**config.mk**
```make
export PLATFORM = sky130hd
export DESIGN_NAME = gf_mul_arbiter
export DESIGN_NICKNAME = d
export VERILOG_FILES = /design/src/rtl/gf_mul_arbiter.sv
export SDC_FILE = /design/constraint.sdc
export NUM_CORES = 1
export LEC_CHECK = 0
export CORE_MARGIN = 4
export CORE_UTILIZATION = 34
export DETAILED_ROUTE_END_ITERATION = 8
export MAX_ROUTING_LAYER = met4
export PLACE_DENSITY = 0.84
export SYNTH_ARGS = -nofsm -noshare
export SYNTH_HDL_FRONTEND = slang
export SYNTH_SLANG_ARGS = --single-unit
```
**constraint.sdc**
```tcl
create_clock -name clk -period 3.2 [get_ports clk]
set_clock_uncertainty 0.15 [all_clocks]
set_input_delay 0.64 -clock clk [delete_from_list [all_inputs] [get_ports clk]]
set_output_delay 0.64 -clock clk [all_outputs]
set_load 0.01 [all_outputs]
```
**src/rtl/gf_mul_arbiter.sv**
```systemverilog
// gf_mul_arbiter: round-robin arbiter sharing one external combinational
// GF(2^8) multiplier between NREQ requesters. The product is registered,
// tagged with the owning requester ID, behind a valid/ready output stage.
//
// Ports:
//   clk, rst              clock, synchronous active-high reset
//   req_valid/req_a/req_b per-requester request and operands (8 bits each, packed)
//   req_ready             one-hot accept strobe (combinational)
//   mul_a/mul_b/mul_z     operands to / product from the shared multiplier
//   rsp_valid/rsp_ready   output handshake
//   rsp_z/rsp_id          registered product and owning requester index
//   busy_cnt              accepted requests since reset, saturating
module gf_mul_arbiter #(
  parameter int unsigned NREQ = 4,
  parameter int unsigned IDW  = $clog2(NREQ)
) (
  input  logic                  clk,
  input  logic                  rst,
  input  logic [NREQ-1:0]       req_valid,
  input  logic [NREQ*8-1:0]     req_a,
  input  logic [NREQ*8-1:0]     req_b,
  output logic [NREQ-1:0]       req_ready,
  output logic [7:0]            mul_a,
  output logic [7:0]            mul_b,
  input  logic [7:0]            mul_z,
  output logic                  rsp_valid,
  input  logic                  rsp_ready,
  output logic [7:0]            rsp_z,
  output logic [IDW-1:0]        rsp_id,
  output logic [15:0]           busy_cnt
);

  localparam int unsigned DW      = 8;
  localparam logic [15:0] CNT_MAX = 16'hFFFF;

  logic [IDW-1:0] ptr_q, ptr_d;
  logic           rsp_valid_q, rsp_valid_d;
  logic [DW-1:0]  rsp_z_q, rsp_z_d;
  logic [IDW-1:0] rsp_id_q, rsp_id_d;
  logic [15:0]    busy_cnt_q, busy_cnt_d;

  logic [IDW-1:0] grant_c;
  logic [IDW-1:0] idx_c;
  logic           found_c;
  logic           any_valid_c;
  logic           can_accept_c;
  logic           accept_c;

  assign any_valid_c  = |req_valid;
  assign can_accept_c = !rsp_valid_q || rsp_ready;
  assign accept_c     = can_accept_c && any_valid_c && !rst;

  // First valid requester scanning from ptr upward with wrap-around.
  always_comb begin
    grant_c = '0;
    found_c = 1'b0;
    idx_c   = '0;
    for (int unsigned k = 0; k < NREQ; k++) begin
      idx_c = IDW'((32'(ptr_q) + k) % NREQ);
      if (!found_c && req_valid[idx_c]) begin
        found_c = 1'b1;
        grant_c = idx_c;
      end
    end
  end

  // Operand mux to the shared multiplier; zero when nobody is requesting.
  always_comb begin
    mul_a = '0;
    mul_b = '0;
    if (any_valid_c) begin
      for (int unsigned i = 0; i < NREQ; i++) begin
        if (grant_c == IDW'(i)) begin
          mul_a = req_a[i*DW +: DW];
          mul_b = req_b[i*DW +: DW];
        end
      end
    end
  end

  // One-hot accept strobe.
  always_comb begin
    req_ready = '0;
    if (accept_c) begin
      req_ready[grant_c] = 1'b1;
    end
  end

  // Next state of the output stage, pointer and counter.
  always_comb begin
    ptr_d       = ptr_q;
    rsp_valid_d = rsp_valid_q;
    rsp_z_d     = rsp_z_q;
    rsp_id_d    = rsp_id_q;
    busy_cnt_d  = busy_cnt_q;
    if (accept_c) begin
      rsp_valid_d = 1'b1;
      rsp_z_d     = mul_z;
      rsp_id_d    = grant_c;
      ptr_d       = (grant_c == IDW'(NREQ - 1)) ? '0 : grant_c + IDW'(1);
      if (busy_cnt_q != CNT_MAX) begin
        busy_cnt_d = busy_cnt_q + 16'd1;
      end
    end else if (rsp_valid_q && rsp_ready) begin
      rsp_valid_d = 1'b0;
    end
  end

  always_ff @(posedge clk) begin
    if (rst) begin
      ptr_q       <= '0;
      rsp_valid_q <= 1'b0;
      rsp_z_q     <= '0;
      rsp_id_q    <= '0;
      busy_cnt_q  <= '0;
    end else begin
      ptr_q       <= ptr_d;
      rsp_valid_q <= rsp_valid_d;
      rsp_z_q     <= rsp_z_d;
      rsp_id_q    <= rsp_id_d;
      busy_cnt_q  <= busy_cnt_d;
    end
  end

  assign rsp_valid = rsp_valid_q;
  assign rsp_z     = rsp_z_q;
  assign rsp_id    = rsp_id_q;
  assign busy_cnt  = busy_cnt_q;

endmodule

```
==> impl_metrics.json <==
{
  "dr.pass1.iters": 4,
  "die_width_um": 85.4,
  "clk_path_buf_depth": 2,
  "grt_pass1_wl_um": 13100,
  "diodes": 0,
  "final_nets": 505,
  "start_kind": "primary input",
  "synth_top_cell_area_share": 0.285,
  "synth_fa_ha_area_frac": 0.0308,
  "antenna_found_initial": 0,
  "drv_cap": 0,
  "grt_use_total": 0.230,
  "routed_wl_um": 8830,
  "critPathArrivalTime_ns": 2.47,
  "synth_xor_area_frac": 0,
  "cts_sinks": 29,
  "layout-area-overhead-vs-synth_pct": 95.2,
  "routedWlPerCell_um": 17.9,
  "vias_per_cell": 5.55,
  "synth_nets": 360,
  "htree_levels": 2,
  "max_slew_margin": 0.677,
  "n_fill_cell": 439,
  "placementRows": 27,
  "fmax_ghz": 0.307,
  "r2r_start": "busy_cnt[0]",
  "worstPathMaxFanout": 4,
  "cts_root_buf": "clkbuf_8",
  "io_buffers": 125,
  "synth.distinct_cells": 40,
  "max_stage_delay_ns": 0.24,
  "fin_crit_ns": 3.26,
  "syn_avg_cell_area_um2": 7.37,
  "synth_simple_gate_area_share": 0.273,
  "final-hold-violation-count": 0,
  "instances_no_fill": 493,
  "clk_pin_slew_worst_paths_ns": 0.06,
  "gp_congestion": 0.894,
  "ys_ff_latch": 29,
  "setup_viol": 9,
  "cts_inserted_buffers": 5,
  "postSynthCellCount": 276,
  "worstPathBufferInverterCount": 5,
  "worst_setup_path_end_kind": "output port",
  "cts_tree": "yes",
  "ant_nets": 0,
  "overflow": 0,
  "cts_hold_buf": 0,
  "drc": 0,
  "synth_mux_area_frac": 0.0271,
  "yosys.area.top_type": "dfxtp_1",
  "yosysWarningCount": 0,
  "critPathSlowestCell": "a211oi_2",
  "power.density_nw_per_um2": 423,
  "path_cells": "buf_8 -> buf_6 -> mux2i_2 -> nor2_2 -> nor3_2 -> buf_4 -> ha_4 -> buf_12 -> and3b_1 -> a211oi_2 -> a211o_1 -> a21oi_2 -> buf_2",
  "hp-class": "reg2reg",
  "ys_seq_area_frac": 0.285,
  "period_share": 1.02,
  "cp_data_required_time_ns": 2.41,
  "drive_above_1_share": 0.271,
  "dieHeight_um": 85.4,
  "initial_core_util": 0.361,
  "io_pins": 126,
  "total_leakage_power_nw": 1.61,
  "placed_cells": 475,
  "core_um2": 5640,
  "power_mw": 1.68,
  "dp_hpwl_um": 5890,
  "synth_top_family_by_area": "compound AO/OA/AOI/OAI gates",
  "critPathTopFamily": "buffers and inverters",
  "clk_latency_ns": 0.28,
  "crit_type": "in2out",
  "status": "finished with violations",
  "synth_flop_cell": "dfxtp_1",
  "grt_pass1_vias": 2652,
  "slew_violations": 0,
  "ir_worst_vdd_v": 0.000246,
  "ys_top_cells_by_area": "dfxtp_1, nand2_1, a21oi_1, a211o_1, a221oi_1",
  "synth_compound_area_frac": 0.286,
  "die_area_um2": 7290,
  "drt_iter0_markers": 158,
  "layout_setup_ws_ns": -0.0601,
  "failed_checks": "negative setup slack",
  "synth_edf_count": 0,
  "hold_start": "rsp_z[3]",
  "async_flop_share": 0,
  "syn_area_um2": 2030,
  "rsz0062_at_grt": "true",
  "cp-startpoint": "req_valid[0]",
  "tightest_slew_ns": 0.485,
  "grt_max_degree": 42,
  "vias": 2735
}
[synth_stat cells (2+ instances only)]
library cell   n
a211o_1       16
a21oi_1       29
a221oi_1      15
a31oi_1        2
and2_1         6
and3_1         3
buf_1          2
buf_2          6
clkbuf_1      17
dfxtp_1       29
ha_1           5
inv_1         23
mux2_2         4
nand2_1       39
nand3_1       14
nand4_1        6
nor2_1         8
nor2b_1        6
nor3_1         2
nor4_1         6
o21a_1         3
o21ai_0        4
o31ai_1        7
or3_1          2
or4_1          7
[placed cells by master, fill, tap and decap left out, types with 7 or more instances in the layout]
cell             Yosys  final
clkdlybuf4s50_1      0    101
nand2_1             39     39
dfxtp_1             29     28
buf_4                0     23
inv_1               23     21
buf_2                6     17
a211o_1             16     16
a21oi_1             29     16
nand3_1             14     14
a221oi_2             0     13
a21oi_2              0     12
buf_6                1      9
o31ai_1              7      7
or4_1                7      7
[through the flow]
step / TNS [ns] / utilization / hold slack [ns] / worst slack [ns] / area (um2)
6_report: -0.220 / 0.704 / 0.309 / -0.0601 / 3970
5_1_grt: -1.46 / 0.704 / 0.320 / -0.153 / 3970
4_1_cts: -0.897 / 0.682 / 0.307 / -0.0981 / 3840
2_1_floorplan: 0 / - / 0.316 / 0.0348 / 2040
3_3_place_gp: -14.29 / 0.627 / 0.292 / -0.831 / 3540
3_5_place_dp: -16.33 / 0.627 / 0.298 / -0.994 / 3540
[power breakdown]
part / leakage (nW) / switching (mW) / internal (mW)
clock: 0.0443 / 0.133 / 0.170
combinational: 1.33 / 0.443 / 0.536
sequential: 0.238 / 0.0167 / 0.382
total: 1.61 / 0.593 / 1.09
[area by class of cell]
class	instances	area, um2	share of cell area
Timing Repair Buffer	164	1600	0.404
Sequential cell	29	582	0.147
Multi-Input combinational cell	198	1520	0.383
Clock buffer	7	86.3	0.0217
Tap cell	72	90.1	0.0227
Inverter	23	86.3	0.0217
[cells by family after synthesis]
logic type / Yosys count
AOI/OAI and AO/OA: 83
adders and majority gates: 5
buffers and inverters: 49
DFF: 29
muxes: 5
and+or+nand+nor: 105
[routing by layer]
| layer | track usage | vias to the layer above | share of wire |
|---|---|---|---|
| li1 | - | 1304 | - |
| met1 | 0.259 | 1323 | 0.39 |
| met2 | 0.402 | 92 | 0.54 |
| met3 | 0.0369 | 16 | 0.042 |
| met4 | 0.0935 | 0 | 0.024 |
| met5 | - | - | 0 |
[worst reg2reg max path, stage by stage (launching register included)]
cell	delay, ns
dfxtp_1	0.35
ha_1	0.33
and3_1	0.23
and4bb_2	0.38
nor4_1	0.34
mux2_2	0.37
[registers in the layout, summed over array words and instances (netlist names)]
| signal | cells |
|---|---|
| rsp_valid | 1 |
| busy_cnt | 16 |
| ptr_q | 2 |
| rsp_z | 8 |
| rsp_id | 2 |
[repair_timing]
item | CTS | global route
gates resized for setup | 123 | 32
setup buffers | 9 | 1
endpoints found under the setup margin | 20 | 17
pin swaps | 52 | 17
gates cloned | 2 | 2
[path summary, 6_finish.rpt]
| path | endpoint | slack (ns) | cells after the start |
|---|---|---|---|
| max | mul_a[6] | -0.06 | 13 |
| min | rsp_z[3] | 0.31 | 2 |
| max reg2reg | busy_cnt[13] | 0.94 | 5 |
| min reg2reg | rsp_z[3] | 0.31 | 2 |
(Power assumes the default switching activity.)
